<file path="config.mk">
export PLATFORM = sky130hd
export DESIGN_NAME = serial_mod_accumulator_flat
export DESIGN_NICKNAME = d
export VERILOG_FILES = /design/src/rtl/serial_mod_accumulator_if.sv /design/src/rtl/serial_mod_accumulator.sv /design/src/flat_wrapper.sv
export SDC_FILE = /design/constraint.sdc
export NUM_CORES = 1
export LEC_CHECK = 0
export ABC_AREA = 1
export BUFFER_PORTS_ARGS = -buffer_cell sky130_fd_sc_hd__buf_2
export CORE_AREA = 2 2 94 96
export CTS_BUF_LIST = sky130_fd_sc_hd__clkbuf_4
export CTS_CLUSTER_DIAMETER = 60
export DETAILED_ROUTE_END_ITERATION = 6
export DIE_AREA = 0 0 96 98
export PLACE_DENSITY = 0.66
export SLEW_MARGIN = 20
export SYNTH_ARGS = -nofsm -noshare
export SYNTH_HDL_FRONTEND = slang
export SYNTH_SLANG_ARGS = --single-unit
</file>
<file path="constraint.sdc">
create_clock -name clk -period 1.75 [get_ports clk]
set_input_delay 0.175 -clock clk [delete_from_list [all_inputs] [get_ports clk]]
set_output_delay 0.175 -clock clk [all_outputs]
set_load 0.01 [all_outputs]
</file>
<file path="src/rtl/serial_mod_accumulator_if.sv">
// Operand and result valid/ready streams for serial_mod_accumulator.
interface serial_mod_accumulator_if #(
  parameter int WIDTH = 32
);
  logic             in_valid;
  logic             in_ready;
  logic [WIDTH-1:0] in_data;
  logic             in_last;
  logic             out_valid;
  logic             out_ready;
  logic [WIDTH-1:0] out_sum;
  logic [7:0]       out_count;

  modport master (
    output in_valid, in_data, in_last, out_ready,
    input  in_ready, out_valid, out_sum, out_count
  );

  modport slave (
    input  in_valid, in_data, in_last, out_ready,
    output in_ready, out_valid, out_sum, out_count
  );
endinterface

</file>
<file path="src/rtl/serial_mod_accumulator.sv">
// Bit-serial multi-operand mod-2^WIDTH accumulator: one full-adder slice with a
// registered carry, one operand per WIDTH+1 cycles, frame result on a second stream.
//
// state    | meaning
// ---------+------------------------------------------------------------
// ST_IDLE  | waiting for an operand; in_ready high
// ST_SHIFT | adding op into acc one bit per cycle, LSB first, WIDTH cycles
// ST_OUT   | frame sum and count presented until out_ready
module serial_mod_accumulator #(
  parameter int WIDTH = 32
) (
  input logic                    clk,
  input logic                    rst_n,
  serial_mod_accumulator_if.slave bus
);

  localparam int CNT_W = (WIDTH > 2) ? $clog2(WIDTH) : 1;
  localparam logic [CNT_W-1:0] CNT_LAST = CNT_W'(WIDTH - 1);

  localparam logic [1:0] ST_IDLE  = 2'd0;
  localparam logic [1:0] ST_SHIFT = 2'd1;
  localparam logic [1:0] ST_OUT   = 2'd2;

  logic [1:0]       state_q, state_d;
  logic [WIDTH-1:0] acc_q, acc_d;
  logic [WIDTH-1:0] op_q, op_d;
  logic             c_q, c_d;
  logic [CNT_W-1:0] cnt_q, cnt_d;
  logic [7:0]       count_q, count_d;
  logic             last_q, last_d;

  logic sum_bit;
  logic carry_bit;

  assign sum_bit   = acc_q[0] ^ op_q[0] ^ c_q;
  assign carry_bit = (acc_q[0] & op_q[0]) | (acc_q[0] & c_q) | (op_q[0] & c_q);

  always_comb begin
    state_d = state_q;
    acc_d   = acc_q;
    op_d    = op_q;
    c_d     = c_q;
    cnt_d   = cnt_q;
    count_d = count_q;
    last_d  = last_q;
    case (state_q)
      ST_IDLE: begin
        if (bus.in_valid) begin
          op_d    = bus.in_data;
          last_d  = bus.in_last;
          c_d     = 1'b0;
          cnt_d   = '0;
          if (count_q != 8'hFF) count_d = count_q + 8'd1;
          state_d = ST_SHIFT;
        end
      end
      ST_SHIFT: begin
        acc_d = {sum_bit, acc_q[WIDTH-1:1]};
        op_d  = {1'b0, op_q[WIDTH-1:1]};
        if (cnt_q == CNT_LAST) begin
          // Dropping the MSB carry-out is what makes the sum wrap mod 2^WIDTH.
          c_d     = 1'b0;
          cnt_d   = '0;
          state_d = last_q ? ST_OUT : ST_IDLE;
        end else begin
          c_d   = carry_bit;
          cnt_d = cnt_q + CNT_W'(1);
        end
      end
      ST_OUT: begin
        if (bus.out_ready) begin
          acc_d   = '0;
          count_d = 8'd0;
          last_d  = 1'b0;
          state_d = ST_IDLE;
        end
      end
      default: state_d = ST_IDLE;
    endcase
  end

  always_ff @(posedge clk or negedge rst_n) begin
    if (!rst_n) begin
      state_q <= ST_IDLE;
      acc_q   <= '0;
      op_q    <= '0;
      c_q     <= 1'b0;
      cnt_q   <= '0;
      count_q <= 8'd0;
      last_q  <= 1'b0;
    end else begin
      state_q <= state_d;
      acc_q   <= acc_d;
      op_q    <= op_d;
      c_q     <= c_d;
      cnt_q   <= cnt_d;
      count_q <= count_d;
      last_q  <= last_d;
    end
  end

  assign bus.in_ready  = (state_q == ST_IDLE);
  assign bus.out_valid = (state_q == ST_OUT);
  assign bus.out_sum   = acc_q;
  assign bus.out_count = count_q;

endmodule

</file>
<file path="src/flat_wrapper.sv">
// flat-port wrapper written by rule: the top's interface ports become plain ports
module serial_mod_accumulator_flat 
#(
  parameter int WIDTH = 32
)
  (clk, rst_n, bus_in_valid, bus_in_data, bus_in_last, bus_out_ready, bus_in_ready, bus_out_valid, bus_out_sum, bus_out_count);
  serial_mod_accumulator_if #(.WIDTH(WIDTH)) bus_i ();
  input logic clk;
  input logic rst_n;
  input wire logic [$bits(bus_i.in_valid)-1:0] bus_in_valid;
  input wire logic [$bits(bus_i.in_data)-1:0] bus_in_data;
  input wire logic [$bits(bus_i.in_last)-1:0] bus_in_last;
  input wire logic [$bits(bus_i.out_ready)-1:0] bus_out_ready;
  output wire logic [$bits(bus_i.in_ready)-1:0] bus_in_ready;
  output wire logic [$bits(bus_i.out_valid)-1:0] bus_out_valid;
  output wire logic [$bits(bus_i.out_sum)-1:0] bus_out_sum;
  output wire logic [$bits(bus_i.out_count)-1:0] bus_out_count;
  assign bus_i.in_valid = bus_in_valid;
  assign bus_i.in_data = bus_in_data;
  assign bus_i.in_last = bus_in_last;
  assign bus_i.out_ready = bus_out_ready;
  assign bus_in_ready = bus_i.in_ready;
  assign bus_out_valid = bus_i.out_valid;
  assign bus_out_sum = bus_i.out_sum;
  assign bus_out_count = bus_i.out_count;
  serial_mod_accumulator #(.WIDTH(WIDTH)) u_core (.clk(clk), .rst_n(rst_n), .bus(bus_i));
endmodule
</file>
======== After elaboration in Yosys (flattened, before gate mapping) ========
Index checks and enable logic that the tools add are counted.
cells by class
  bitwise logic cells ..................... 7
  muxes and demuxes ....................... 22
  equal/unequal tests ..................... 8
  reduce and logical (&&, ||, !) cells .... 9
  add/sub/neg operators ................... 2
operator list
  kind                                                   count
  case mux 32 bit (2 select lines)                       2
  2-to-1 mux 32 bit                                      2
  2-to-1 mux 8 bit                                       3
  case mux 8 bit (2 select lines)                        1
  2-to-1 mux 5 bit                                       2
  case mux 5 bit (2 select lines)                        1
  adder 8 x 1 -> 8 bit, second input constant            1
  2-to-1 mux 2 bit                                       4
  inequality test 8 bit, second input constant           1
  case mux 2 bit (3 select lines)                        1
  AND reduction 3 bit                                    2
  nonzero test 2 bit                                     3
  adder 5 x 1 -> 5 bit, second input constant            1
  == test 5 bit, second input constant                   1
  2-to-1 mux 1 bit                                       4
  inequality test 2 x 1 -> 1 bit, second input constant  2
  inequality test 2 bit, second input constant           2
  case mux 1 bit (2 select lines)                        2
  AND reduction 2 bit                                    2
  AND reduction 4 bit                                    1
  AND 1 bit                                              3
  == test 2 x 1 -> 1 bit, second input constant          1
  == test 2 bit, second input constant                   1
  zero test 2 bit                                        1
  2 further kinds                                        4
storage, ports and cells
  bits in registers ....................... 81
  logic and storage cells ................. 55

======== Longest topological paths before layout ========
Gate-level depths: netlist of run 1.
  word-level depth ........................ 5
  gate-level depth with buffers ........... 8

======== Least setup slack after synthesis of run 1 ========
Ideal clock, no wire load.
  kind .................................... reg2reg
  from .................................... register u_core.count_q[0], in the netlist u_core.bus.out_count[0]
  to ...................................... register u_core.count_q[6], in the netlist u_core.bus.out_count[6]
  setup time .............................. 0.127 ns
  required time ........................... 1.623 ns
  arrival ................................. 1.248 ns
  cell stages (with the launch flop) ...... 9
  setup slack ............................. 0.376 ns
  path buffers ............................ 1
  cell sequence ........................... dfrtp_1 -> ha_1 -> nand2_1 -> nor2_1 -> nand3_1 -> nand2_2 -> buf_6 -> nand2_1 -> o21ai_0
on the way
  longest elaborated chain between the ends .. 4
  elaborated cells on any way between the ends .. 7
  those cells by class .................... add/sub: 1; eq/ne: 2; mux: 3; reduce/logical: 1
RTL lines
  what                             line                          RTL
  start, declared                  serial_mod_accumulator.sv:29  logic [7:0] count_q, count_d;
  start signal, assigned           serial_mod_accumulator.sv:97  count_q <= count_d;
  adder 8 x 1 -> 8 bit             serial_mod_accumulator.sv:53  if (count_q != 8'hFF) count_d = count_q + 8'd1;
  2-to-1 mux 8 bit                 serial_mod_accumulator.sv:53
  2-to-1 mux 8 bit                 serial_mod_accumulator.sv:48  if (bus.in_valid) begin
  case mux 8 bit (2 select lines)  serial_mod_accumulator.sv:46  case (state_q)
Several ways; a longest one is shown, not always the timed one. The select of a mux whose other input is x is not followed.
A chain may end at the register's enable or synchronous reset.

======== Final worst setup path of run 1 ========
  from .................................... register u_core.state_q[0]
  to ...................................... output bus_out_valid
on the way
  longest elaborated chain between the ends .. 1
RTL lines
  what                    line                           RTL
  start, declared         serial_mod_accumulator.sv:24   logic [1:0] state_q, state_d;
  start signal, assigned  serial_mod_accumulator.sv:92   state_q <= state_d;
  == test 2 bit           serial_mod_accumulator.sv:103  assign bus.out_valid = (state_q == ST_OUT);
  end, declared           flat_wrapper.sv:15             output wire logic [$bits(bus_i.out_valid)-1:0] bus_out_valid;
No other way between the ends.

==> results of run 1 <==
-- layout make-up --
type / count / area (µm²) / share of cell area, %
Sequential cell: 81 / 2030 / 46.8
Multi-Input combinational cell: 243 / 1240 / 28.7
Timing Repair Buffer: 88 / 494 / 11.4
Inverter: 74 / 280 / 6.48
Tap cell: 108 / 135 / 3.12
Clock inverter: 7 / 81.3 / 1.88
Clock buffer: 9 / 67.6 / 1.56
-- worst max-delay path by stage --
stage	startpoint	end	slack [ns]	depth (start not counted)
floorplan	u_core.bus.out_count[0]	u_core.bus.out_count[6]	0.38	8
global placement	u_core.state_q[1]	u_core.op_q[8]	0.18	4
detailed placement	u_core.state_q[1]	u_core.op_q[4]	0.11	4
CTS	u_core.state_q[1]	u_core.op_q[1]	0.11	4
global route	u_core.bus.out_count[0]	u_core.bus.out_count[7]	0.09	7
finish	u_core.state_q[0]	bus_out_valid	0.24	2
-- flip-flops by register name, indices dropped and copies added, names as in the netlist --
register,flops
u_core.state_q,2
u_core.bus.out_sum,32
u_core.cnt_q,5
u_core.op_q,32
u_core.bus.out_count,8
u_core.c_q,1
u_core.last_q,1
-- worst register-to-register path, cell delays in order (launching register included) --
cell and delay (ns):
dfrtp_1 0.45, ha_1 0.19, nand2_1 0.11, nor2_1 0.14
nand3_1 0.12, nand2_2 0.23, o21ai_0 0.14
-- routing by layer --
metal	global-route usage, %	wire, µm	up-vias
met1	23.7	3480	1383
li1	-	-	1504
met2	25.3	3360	82
met5	0	0	-
met3	3.40	374	11
met4	8.46	141	0
-- cells in the mapped netlist, drive strengths merged --
| master | number |
|---|---|
| nor2 | 10 |
| xor2 | 2 |
| o22ai | 32 |
| a22o | 3 |
| o21bai | 3 |
| buf | 15 |
| ha | 3 |
| fa | 1 |
| o21ai | 75 |
| nand2 | 100 |
| clkbuf | 5 |
| xnor2 | 1 |
| nand3 | 13 |
| dfrtp | 81 |
| inv | 74 |
-- where the power goes --
part	internal, µW	switching [µW]
Combinational	1170	2050
Sequential	2620	382
Clock	457	710
-- kinds of logic (layout without fill, tap and decap cells) --
logic type	count (synthesis)	after routing	share of synthesized area, %
adders and majority gates	4	4	1.57
AOI/OAI and AO/OA	113	113	17.7
buffers and inverters	94	178	10.7
DFF	81	81	55.4
and+or+nand+nor	123	123	13.9
xor gates and xnor gates	3	3	0.718
-- what timing repair did --
action | in CTS | in global routing
endpoints found under the setup margin | 0 | 28
endpoints found under the hold margin | 42 | 0
setup buffers | 0 | 0
hold buffers | 4 | 0
resized for setup | 0 | 3
-- metrics by stage --
| step | hold WS (ns) | instances |
|---|---|---|
| final | 0.0361 | 610 |
| after global routing | 0.0140 | 610 |
| after CTS | 0.0139 | 610 |
| after detailed placement | 0.204 | 590 |
| after global placement | 0.197 | 590 |
| after floorplan | -0.121 | 418 |
==> impl_metrics.json, run 1 <==
{
  "die_area_um2": 9410,
  "grt_usage_pct": 17.0,
  "dp_hpwl_mm": 5.13,
  "period_minus_slack_ns": 1.51,
  "yosysTopAreaCell": "dfrtp_1",
  "yosysWarningCount": 0,
  "antenna_found_initial": 0,
  "area_growth_pct": 18.2,
  "drtIter0Drc": 61,
  "grt-ovfl-total": 0,
  "core_um2": 8470,
  "path_cells": "nor2_2, buf_2",
  "start_util_pct": 43.2,
  "r2r-end": "u_core.bus.out_count[6]",
  "endpoint_kind": "output port",
  "start_kind": "flip-flop",
  "min_path_cells": 5,
  "ys_ff_latch": 81,
  "clk_pin_slew_ns": 0.15,
  "final_common_cell": "nand2_1",
  "clock_latency_ns": 0.44,
  "hold-path-endpoint": "u_core.op_q[19]",
  "drtPass1Iterations": 4,
  "syn-num-nets": 459,
  "r2r_slack_ns": 0.25,
  "antenna_left": 0,
  "dr_total_vias": 2980,
  "final_cell_mix": "nand2_1 (94), dfrtp_1 (81), buf_2 (77), inv_1 (71), o21ai_0 (66)",
  "ys_top_cells_by_area": "dfrtp_1 (55%), nand2_1 (9.6%), o21ai_0 (9.0%), inv_1 (7.3%), o22ai_1 (5.5%)",
  "worstHoldStart": "bus_in_data[19]",
  "worst-r2r-cell-count": 6,
  "cp.arrival_ns": 1.33,
  "place.gp.congestion": 0.772,
  "fin_nets": 538,
  "die-height_um": 98,
  "r2r-start": "u_core.bus.out_count[0]",
  "finalPower_uw": 7390,
  "layout-drive-gt1-share_pct": 23.1,
  "clock_sinks": 81,
  "design_area_um2": 4330,
  "drt_wl_total_mm": 7.36,
  "place_area_um2": 4130,
  "synth_area_um2": 3660,
  "fin_crit_sh_pct": 86.3,
  "port_buffers": 78,
  "grt_pass1_wl_mm": 12.6,
  "antenna_cells": 0,
  "cts_root_buf": "clkbuf_4",
  "max_stage_delay_ns": 0.48,
  "critPathMaxFanout": 4,
  "cap_viol_max_count": 0,
  "min_path_type": "in -> reg",
  "wl_per_cell_um": 12.1,
  "cp_data_required_time_ns": 1.57,
  "tritoncts": "yes",
  "grt_max_degree": 64,
  "synth_cell_type_count": 25,
  "crit_family": "flip-flops",
  "die_w_um": 96,
  "worst_pin_slew_ns": 0.549,
  "nFillCells": 864,
  "ir_drop_mv": 0.666,
  "netlist.area_leader.share_pct": 55.4,
  "cts_made_buffers": 9,
  "cts-htree-levels": 3,
  "syn_avg_cell_area_um2": 8.76,
  "fmax_ghz": 0.663,
  "slowest_stage": "dfrtp_1",
  "max_slew_margin_pct": 63.4,
  "seq_area_frac_synth_pct": 55.4,
  "finalMaxSlewViolations": 0,
  "worstSetupPathType": "reg -> out",
  "ctsLongestPathBuffers": 2,
  "outcome": "completed",
  "setup_slack_ns": 0.241,
  "via_per_inst": 4.89,
  "setup_viol": 0,
  "p_per_area_nw_per_um2": 1710,
  "num_rows": 34,
  "rsz0062_at_grt": "no",
  "place_ws_ns": 0.114,
  "utilization_pct": 51.1,
  "setup_tns_ns": 0,
  "drc_errors": 0,
  "power_leakage_uw": 0.00220,
  "fin_worst_skew_ns": 0.0204,
  "first_global_vias": 2779,
  "netlist_instances": 418,
  "crit_buf_inv": 1,
  "pin_count": 79,
  "hold_viol": 0
}
No activity file was read; power rests on OpenSTA's default activity.
==> run 2: changes to the inputs <==
--- a/config.mk
+++ b/config.mk
@@ -8,4 +8,5 @@
 export ABC_AREA = 1
 export BUFFER_PORTS_ARGS = -buffer_cell sky130_fd_sc_hd__buf_2
+export CAP_MARGIN = 5
 export CORE_AREA = 2 2 94 96
 export CTS_BUF_LIST = sky130_fd_sc_hd__clkbuf_4
==> constraint.sdc (replaced) <==
create_clock -name clk -period 1.75 [get_ports clk]
set_input_delay 0.2625 -clock clk [delete_from_list [all_inputs] [get_ports clk]]
set_output_delay 0.2625 -clock clk [all_outputs]
set_load 0.01 [all_outputs]
==> run 2 against run 1 <==
Effect of this change:
- flip-flop and latch count stayed put
- non-clock buffer count is 4 lower
- clock skew is 0.0047 ns lower
- core utilization is 0.34 points lower
- count of clock-buffer cells in the layout is 3 higher
- setup slack worse by 0.069 ns
- via count is 1.6% lower
- first-iteration DRC count is 70% higher
==> impl_metrics.json, run 2 (synthesis gave the netlist of run 1 again) <==
{
  "core_um2": 8470,
  "die_area_um2": 9410,
  "drc_errors": 0,
  "via_per_inst": 4.84,
  "worstSetupPathType": "reg -> out",
  "multiInputGateArea_um2": 1240,
  "period_minus_slack_ns": 1.58,
  "endpoint_kind": "output port",
  "start_kind": "flip-flop",
  "outcome": "completed",
  "worst_pin_slew_ns": 0.495,
  "grt_util_met3_pct": 3.78,
  "first_global_vias": 2726,
  "clk_pin_slew_ns": 0.13,
  "hold_ws_ns": 0.0813,
  "cp.arrival_ns": 1.32,
  "wl_per_cell_um": 12.0,
  "num_rows": 34,
  "setup_viol": 0,
  "grt_usage_pct": 16.4,
  "cts_made_buffers": 9,
  "ctsLongestPathBuffers": 2,
  "clock_latency_ns": 0.41,
  "busiest_layer": "met2",
  "clock_sinks": 81,
  "fin_nets": 534,
  "critPathMaxFanout": 4,
  "drtIter0Drc": 104,
  "globalRouteMet2Util_pct": 25.1,
  "port_buffers": 78,
  "finalMaxSlewViolations": 0,
  "place_ws_ns": 0.140,
  "tritoncts": "yes",
  "seq_area_um2": 2030,
  "fmax_ghz": 0.634,
  "final_common_cell": "nand2_1",
  "antenna_cells": 0,
  "die-height_um": 98,
  "setup_slack_ns": 0.172,
  "finalPower_uw": 7430,
  "die_w_um": 96,
  "pin_count": 79,
  "drtPass1Iterations": 4,
  "layout-drive-gt1-share_pct": 22.7,
  "gr-usage-met1_pct": 22.4,
  "fin_cells": 606,
  "max_slew_margin_pct": 67.0,
  "cts_root_buf": "clkbuf_4",
  "final_cell_mix": "nand2_1 (94), dfrtp_1 (81), buf_2 (77), inv_1 (71), o21ai_0 (66)",
  "antenna_left": 0,
  "hold_viol": 0,
  "antenna_found_initial": 0,
  "nFillCells": 827,
  "ir_drop_mv": 0.784,
  "setup_tns_ns": 0,
  "cts-htree-levels": 3,
  "area_growth_pct": 17.4,
  "fin_worst_skew_ns": 0.0157,
  "cp_data_required_time_ns": 1.49,
  "rsz0062_at_grt": "no",
  "place.gp.congestion": 0.768,
  "min_path_type": "in -> reg",
  "drt_wl_total_mm": 7.25,
  "dr_total_vias": 2932,
  "p_per_area_nw_per_um2": 1730,
  "power_leakage_uw": 0.00219,
  "grt_pass1_wl_mm": 12.2,
  "placed_cells_incl_taps": 589,
  "grt_max_degree": 64,
  "dp_hpwl_mm": 5.05,
  "fin_crit_sh_pct": 90.2,
  "cap_viol_max_count": 0,
  "start_util_pct": 43.2,
  "grt-ovfl-total": 0
}
run 2: area by class of cell:
class / instances / share of cell area, %
clock buffers: 12 / 2.10
clock inverters: 4 / 1.57
inverters: 74 / 6.52
multi-input cells: 243 / 28.9
flip-flops and latches: 81 / 47.2
well taps: 108 / 3.14
repair buffers: 84 / 10.6
run 2: worst max-delay path: stages (launching register included):
cell and delay, ns:
dfrtp_1 0.48, nor2_2 0.25, buf_2 0.17
run 2: worst paths after layout:
| check | from | end | slack (ns) | depth (start not counted) |
|---|---|---|---|---|
| worst max-delay path | u_core.state_q[0] | bus_out_valid | 0.17 | 2 |
| worst min-delay path | bus_in_last | u_core.last_q | 0.08 | 3 |
| worst max register to register | u_core.bus.out_count[0] | u_core.bus.out_count[6] | 0.24 | 6 |
| worst min register to register | u_core.cnt_q[0] | u_core.cnt_q[0] | 0.52 | 1 |
| max in group asynchronous | rst_n | u_core.bus.out_sum[30] | 0.80 | 3 |
| min in group asynchronous | rst_n | u_core.bus.out_sum[1] | 0.30 | 2 |
run 2: repair_timing:
action                                  CTS  global route
hold buffers                              1             0
gates resized for setup                   0             3
buffers inserted                          0             0
endpoints found under the hold margin    25             0
endpoints found under the setup margin    0            23
run 2: power breakdown:
| part | switching (µW) | internal, µW |
|---|---|---|
| registers | 381 | 2620 |
| logic | 2040 | 1160 |
| clock network | 599 | 621 |
| total | 3020 | 4410 |
run 2: through the flow:
stage | area (µm²) | utilization, %
after floorplan | 3660 | -
after global placement | 4120 | 48.7
after detailed placement | 4120 | 48.7
after CTS | 4290 | 50.7
after global routing | 4300 | 50.8
final | 4300 | 50.8
run 2: routing by layer:
layer / wire [µm] / share of wire [%] / vias up
met5: 0 / 0 / -
met4: 106 / 1.5 / 0
met3: 385 / 5.3 / 10
met2: 3290 / 45 / 75
met1: 3470 / 48 / 1353
li1: - / - / 1494
